[src/rtl/decod_seq.sv]
// Request queue and pulse sequencer feeding a 4-to-16 one-hot decoder.
// Each queued {code, hold} is replayed as select setup, then an enable pulse of hold+1 cycles.
//   state | meaning
//   IDLE  | enable low, pops the head entry when the queue is non-empty
//   SETUP | select lines driven, enable still low for one cycle
//   DRIVE | enable high, hold counter runs down to zero
//   GAP   | enable low for GAP_CYCLES before the next pop
module decod_seq #(
    parameter int DEPTH      = 4,
    parameter int HOLD_W     = 4,
    parameter int GAP_CYCLES = 1
) (
    input  logic                       clk,
    input  logic                       rst,
    input  logic                       flush,
    input  logic                       req_valid,
    input  logic [3:0]                 req_code,
    input  logic [HOLD_W-1:0]          req_hold,
    output logic                       req_ready,
    output logic                       dec_a,
    output logic                       dec_b,
    output logic                       dec_c,
    output logic                       dec_d,
    output logic                       dec_e,
    output logic                       busy,
    output logic [$clog2(DEPTH+1)-1:0] level
);

    localparam int PW = $clog2(DEPTH);
    localparam int LW = $clog2(DEPTH+1);
    localparam logic [LW-1:0] FULL_LEVEL = LW'(DEPTH);
    localparam int GAP_LOAD_I = (GAP_CYCLES > 0) ? GAP_CYCLES - 1 : 0;
    localparam logic [3:0] GAP_LOAD = 4'(GAP_LOAD_I);

    typedef enum logic [1:0] {IDLE, SETUP, DRIVE, GAP} state_t;

    state_t              state;
    logic [HOLD_W-1:0]   cnt;
    logic [3:0]          gap_cnt;
    logic [3:0]          code_mem [DEPTH];
    logic [HOLD_W-1:0]   hold_mem [DEPTH];
    logic [PW-1:0]       wr_ptr;
    logic [PW-1:0]       rd_ptr;
    logic                push;
    logic                pop;

    // Readiness is judged on the registered level only, so a full queue refuses even while popping.
    assign req_ready = (level != FULL_LEVEL) && !flush;
    assign busy      = (state != IDLE) || (level != '0);
    assign push      = req_valid && req_ready;
    assign pop       = (state == IDLE) && (level != '0) && !flush;

    always_ff @(posedge clk) begin
        if (push) begin
            code_mem[wr_ptr] <= req_code;
            hold_mem[wr_ptr] <= req_hold;
        end
    end

    always_ff @(posedge clk) begin
        if (rst || flush) begin
            wr_ptr <= '0;
            rd_ptr <= '0;
            level  <= '0;
        end else begin
            if (push) begin
                wr_ptr <= wr_ptr + PW'(1);
            end
            if (pop) begin
                rd_ptr <= rd_ptr + PW'(1);
            end
            case ({push, pop})
                2'b10:   level <= level + LW'(1);
                2'b01:   level <= level - LW'(1);
                default: level <= level;
            endcase
        end
    end

    // Select lines only change on the pop edge, so they are stable for the whole enable window.
    always_ff @(posedge clk) begin
        if (rst) begin
            state   <= IDLE;
            dec_a   <= 1'b0;
            dec_b   <= 1'b0;
            dec_c   <= 1'b0;
            dec_d   <= 1'b0;
            dec_e   <= 1'b0;
            cnt     <= '0;
            gap_cnt <= '0;
        end else if (flush) begin
            state <= IDLE;
            dec_e <= 1'b0;
        end else begin
            case (state)
                IDLE: begin
                    dec_e <= 1'b0;
                    if (level != '0) begin
                        {dec_a, dec_b, dec_c, dec_d} <= code_mem[rd_ptr];
                        cnt   <= hold_mem[rd_ptr];
                        state <= SETUP;
                    end
                end
                SETUP: begin
                    dec_e <= 1'b1;
                    state <= DRIVE;
                end
                DRIVE: begin
                    if (cnt == '0) begin
                        dec_e <= 1'b0;
                        if (GAP_CYCLES > 0) begin
                            gap_cnt <= GAP_LOAD;
                            state   <= GAP;
                        end else begin
                            state <= IDLE;
                        end
                    end else begin
                        cnt <= cnt - HOLD_W'(1);
                    end
                end
                GAP: begin
                    if (gap_cnt == '0) begin
                        state <= IDLE;
                    end else begin
                        gap_cnt <= gap_cnt - 4'd1;
                    end
                end
                default: state <= IDLE;
            endcase
        end
    end

endmodule

[config.mk]
export PLATFORM = sky130hd
export DESIGN_NAME = decod_seq
export DESIGN_NICKNAME = d
export VERILOG_FILES = /design/src/rtl/decod_seq.sv
export SDC_FILE = /design/constraint.sdc
export NUM_CORES = 1
export LEC_CHECK = 0
export ABC_AREA = 1
export CORE_MARGIN = 1
export CORE_UTILIZATION = 55
export DETAILED_ROUTE_END_ITERATION = 6
export PLACE_DENSITY = 0.76
export SLEW_MARGIN = 10
export SYNTH_ARGS = -nofsm -noshare
export SYNTH_HDL_FRONTEND = slang
export SYNTH_SLANG_ARGS = --single-unit
[constraint.sdc]
create_clock -name clk -period 5.4 [get_ports clk]
set_clock_uncertainty 0.15 [all_clocks]
set_input_delay 1.08 -clock clk [delete_from_list [all_inputs] [get_ports clk]]
set_output_delay 1.08 -clock clk [all_outputs]
set_load 0.02 [all_outputs]
Word level (Yosys, flattened, before mapping)
Memories as Yosys holds them, arrays and structs flattened. A register that Yosys moved wholly into a read port is not among the register bits.
Index checks and enable logic that the tools add are counted.
{"block": "word_totals", "register_bits": 18, "ramBits": 32, "input_bits": 12, "output_inout_bits": 10, "elab_cells": 66, "n_memories": 2}
{"name": "code_mem", "depth": 4, "width": 4, "read_ports": 1, "rd_ports_with_merged_regs": 1, "wr": 1, "line_no": "40", "rtl": "logic [3:0] code_mem [DEPTH];"}
{"name": "hold_mem", "depth": 4, "width": 4, "read_ports": 1, "rd_ports_with_merged_regs": 1, "wr": 1, "line_no": "41", "rtl": "logic [HOLD_W-1:0] hold_mem [DEPTH];"}
{"block": "op_classes", "n_addsub": 6, "n_eq_ne": 11, "muxes": 17, "n_bitwise": 1, "n_reduce_logical": 22}
{"cell": "$mux W4", "count": 4}
{"cell": "$pmux W4 S2", "count": 2}
{"cell": "$mux W2", "count": 5}
{"cell": "$logic_not A4 Y1", "count": 2}
{"cell": "$ne A2 B2 Y1 const B", "count": 4}
{"cell": "$pmux W2 S4", "count": 1}
{"cell": "$reduce_and A4 Y1", "count": 2}
{"cell": "$reduce_bool A2 Y1", "count": 4}
{"cell": "$sub A4 B1 Y4 const B", "count": 2}
{"cell": "$eq A2 B2 Y1 const B", "count": 3}
{"cell": "$pmux W3 S2", "count": 1}
{"cell": "$reduce_and A3 Y1", "count": 2}
{"cell": "$reduce_bool A3 Y1", "count": 2}
{"cell": "$add A2 B1 Y2 const B", "count": 2}
{"cell": "$eq A2 B1 Y1 const B", "count": 2}
{"cell": "$logic_and A1 B1 Y1", "count": 4}
{"cell": "$add A3 B1 Y3 const B", "count": 1}
{"cell": "$mux W1", "count": 3}
{"cell": "$ne A3 B3 Y1 const B", "count": 1}
{"cell": "$pmux W1 S3", "count": 1}
{"cell": "$sub A3 B1 Y3 const B", "count": 1}
{"cell": "$logic_not A2 Y1", "count": 1}
{"cell": "$logic_or A1 B1 Y1", "count": 2}
{"cell": "$ne A2 B1 Y1 const B", "count": 1}
{"cell": "4 further kinds", "count": 4}

Logic depth before layout (Yosys ltp)
{"block": "logic_depth", "depth_word": 5, "mapped_depth": 10, "depth_no_buf": 10}

Least setup slack after synthesis
No wires, ideal clock.
{"block": "synth_path", "path_kind": "input to register", "startpoint": "input flush", "endpoint": "register level[2]", "setup_time_ns": 0.122, "arrival_ns": 2.418, "required_ns": 5.128, "slack_ns": 2.710, "cell_stages": 8, "n_path_buf": 0, "path_cell_list": "a21oi_4 nand2_2 ha_1 fa_1 a21oi_1 o21ai_0 o21ai_0 a21oi_1"}
{"block": "synth_between", "elab_chain_len": 5, "elab_cells_between_ends": 9}
{"element": "start: declaration", "line_no": "15", "rtl": "input logic flush,"}
{"element": "$logic_not A1 Y1", "line_no": "48, 51"}
{"element": "$logic_and A1 B1 Y1", "line_no": "48", "rtl": "assign req_ready = (level != FULL_LEVEL) && !flush;"}
{"element": "$logic_and A1 B1 Y1", "line_no": "50", "rtl": "assign push = req_valid && req_ready;"}
{"element": "$eq A2 B1 Y1 / $eq A2 B2 Y1 (equally long branches)", "line_no": "72", "rtl": "case ({push, pop})"}
{"element": "$pmux W3 S2 / $reduce_bool A2 Y1 (equally long branches)"}
{"element": "end signal: assignment", "line_no": "73", "rtl": "2'b10: level <= level + LW'(1);"}
{"element": "end signal: assignment", "line_no": "74", "rtl": "2'b01: level <= level - LW'(1);"}
{"element": "end signal: assignment", "line_no": "75", "rtl": "default: level <= level;"}
{"element": "end: declaration", "line_no": "26", "rtl": "output logic [$clog2(DEPTH+1)-1:0] level"}
Parallel ways exist; a longest one is shown, timed or not.
A chain may end at the register's enable or synchronous reset.

Final worst setup path
{"block": "layout_path", "startpoint": "input flush", "endpoint": "output req_ready"}
{"block": "layout_between", "elab_chain_len": 2}
{"element": "$logic_not A1 Y1", "line_no": "48"}
{"element": "$logic_and A1 B1 Y1", "line_no": "48"}
{"element": "end: declaration", "line_no": "19", "rtl": "output logic req_ready,"}
Every way passes these cells.

==> results.cfg <==
[floorplan]
dieArea_um2 = 5050
die_h_um = 71.0
io_pins = 22
fp.dieW_um = 71.0
rows = 24
core_um2 = 4470
initial_core_util = 0.586

[cts]
cts_resized = 0
clkTransAtPathRegs_ns = 0.10
post_cts_buffers = 0
cts_buffers = 5
clock_latency_ns = 0.31
h-tree-depth = 2
root_buffer = clkbuf_8
clockBufferDepth = 2
clkSinkCount = 56
ctsHoldBuffers = 0
cts_tree = built

[setup_path]
rr_endpoint = level[2]
cp_max_fo = 4
crit_arrival_ns = 2.44
crit_chain = clkdlybuf4s50_1 > a21oi_4 > clkdlybuf4s50_1
r2r-start = state[0]
worstSetupPathType = in2out
slowest_stage = clkdlybuf4s50_1
cp.buffers_inverters = 2
required_ns = 4.17
critPathMaxStageDelay_ns = 0.62
worstRegToRegCells = 10
cpMostUsedCell = clkdlybuf4s50_1
cp.depth = 3
worst_setup_path_start_kind = primary input
worstSetupEndpointType = primary output
rrSetupSlack_ns = 3.12
cpLargestDelayFamily = buffers and inverters

[placement]
io_buffers = 21
post-place-ws_ns = 1.74
hpwlAfterDp_mm = 3.28
gp_congestion = 0.796

[sta]
hold_viol = 0
slew_headroom = 0.494
slew_violations = 0
fin_ws_ns = 1.73
rsz0062_at_grt = no
finalCritPeriodShare = 0.680
setup_viol = 0
worst_pin_slew_ns = 0.756
post-route-min-period_ns = 3.67
fmax_mhz = 272
tns_ns = 0

[pwr]
leakagePower_nw = 1.20
powerDensity_nw_per_um2 = 259
ir_drop_mv = 0.207

[hold_path]
hold_start = gap_cnt[3]
hp-class = reg2reg
holdPathEnd = gap_cnt[3]
holdPathStages = 2

[yosys]
async_flop_share = 0
yosysMostFrequentCell = nand2_1
synthTopCellsByCount = nand2_1 (54), nor2_1 (43), edfxtp_1 (32), inv_1 (32), dfxtp_1 (24)
syn_area_um2 = 2620
yosysTopAreaCell = edfxtp_1
synth_flop_cell = edfxtp_1
netlist_top_cells_area = edfxtp_1 (37%), dfxtp_1 (18%), nand2_1 (7.7%)
synth_cell_types = 27
seq_area_frac_synth = 0.550
synth_cells = 285
yosysTopAreaCellShare = 0.367
avgSynthCellArea_um2 = 9.20
synth-edff-count = 32
synth_seq_cells = 56
syn_nets = 312
ys_warn_count = 0

[route]
avgViaCountPerCell = 5.18
drc = 0
wirelength_mm = 4.58
first_pass_iters = 4
via_count = 1879
ant_nets = 0
drt_iter0_markers = 109
wl_per_cell_um = 12.6

[final_layout]
nFillCells = 339
drive_gt1_frac = 0.0932
diodes = 0
syn_to_final_growth_pct = 13.2
fin_nets = 337

[run]
cap_viol_max_count = 0

[global_routing]
grt_overflow = 0
grt_pass1_vias = 1729
grt_max_degree = 19
grtUsageTotal = 0.207
grt_antenna_before_repair = 0
grt_pass1_wl_mm = 8.03

[outcome]
status = finished, final reports clean
## logic make-up (layout without fill, tap and decap cells)
| family | Yosys count | after routing | synth area share |
|---|---|---|---|
| buffers and inverters | 41 | 67 | 0.0635 |
| XOR/XNOR | 2 | 2 | 0.00668 |
| adder cells (fa/ha/maj) | 15 | 15 | 0.0745 |
| AO/OA/AOI/OAI | 44 | 44 | 0.0902 |
| AND/OR/NAND/NOR | 127 | 127 | 0.215 |
| flip-flops | 56 | 56 | 0.550 |
## worst min-delay path, cell delays in order (launching register included)
cell     delay, ns
dfxtp_1       0.34
nand2_1       0.07
a21oi_1       0.05
## layer usage
layer	vias up	part of all wire	GRT usage	routed length [µm]
met4	0	0.024	0.0867	112
met2	43	0.46	0.323	2090
met3	9	0.050	0.0556	228
li1	978	-	-	-
met1	849	0.47	0.276	2140
met5	-	0	0	0
## worst max-delay path by stage
stage                from   endpoint  slack (ns)
global placement    flush  req_ready        1.73
CTS                 flush  req_ready        1.72
global route        flush  req_ready        1.70
floorplan           flush   level[2]        2.71
finish              flush  req_ready        1.73
detailed placement  flush  req_ready        1.74
## registers in the layout (all words and copies together), names as in the netlist, named ones only
signal and flops:
state 2, dec_d 1, code_mem 16, wr_ptr 2
cnt 4, dec_b 1, rd_ptr 2, level 3
gap_cnt 4, dec_c 1, dec_e 1, hold_mem 16
dec_a 1
## through the flow
| stage | power (mW) | std cells | hold WS (ns) | utilization | cell area, µm² |
|---|---|---|---|---|---|
| floorplan | 0.518 | 285 | 0.315 | - | 2620 |
| global placement | 0.544 | 355 | 0.339 | 0.643 | 2880 |
| detailed placement | 0.545 | 355 | 0.334 | 0.643 | 2880 |
| CTS | 0.769 | 363 | 0.349 | 0.663 | 2970 |
| global route | 0.794 | 363 | 0.386 | 0.663 | 2970 |
| finish | 0.767 | 363 | 0.350 | 0.663 | 2970 |
## cell usage in the layout (no fill, tap or decap)
| cell type | count |
|---|---|
| inv_1 | 32 |
| or2_2 | 1 |
| fa_1 | 1 |
| inv_6 | 1 |
| nand2_2 | 5 |
| a21oi_1 | 17 |
| clkdlybuf4s50_1 | 21 |
| o21ai_1 | 3 |
| nand3_4 | 1 |
| nand3_2 | 1 |
| nor2_4 | 2 |
| edfxtp_1 | 32 |
| nor2_1 | 43 |
| clkbuf_8 | 5 |
| nand4_1 | 2 |
| clkinv_4 | 1 |
| nand2_1 | 54 |
| nor2_2 | 3 |
| o21ai_0 | 19 |
| clkinv_2 | 1 |
| o22ai_1 | 4 |
| dfxtp_1 | 24 |
| a21oi_4 | 1 |
| nor3_1 | 1 |
| nand2_4 | 1 |
| inv_4 | 1 |
| xnor2_1 | 2 |
| ha_1 | 14 |
| inv_2 | 5 |
| nand3_1 | 13 |
## layout make-up
class	instances	area (µm²)	share of cell area
sequential	56	1440	0.486
multi-input combinational	188	1010	0.342
timing repair buffer	21	210	0.0709
inverter	38	145	0.0489
clock buffer	5	68.8	0.0232
tap	52	65.1	0.0219
clock inverter	3	22.5	0.00759
## power by group
group	switching [mW]	internal, mW	leakage [nW]	total [mW]
combinational	0.0412	0.0290	0.664	0.0703
sequential	0.00574	0.460	0.485	0.465
clock	0.138	0.0933	0.0485	0.232
(Power assumes the default switching activity.)
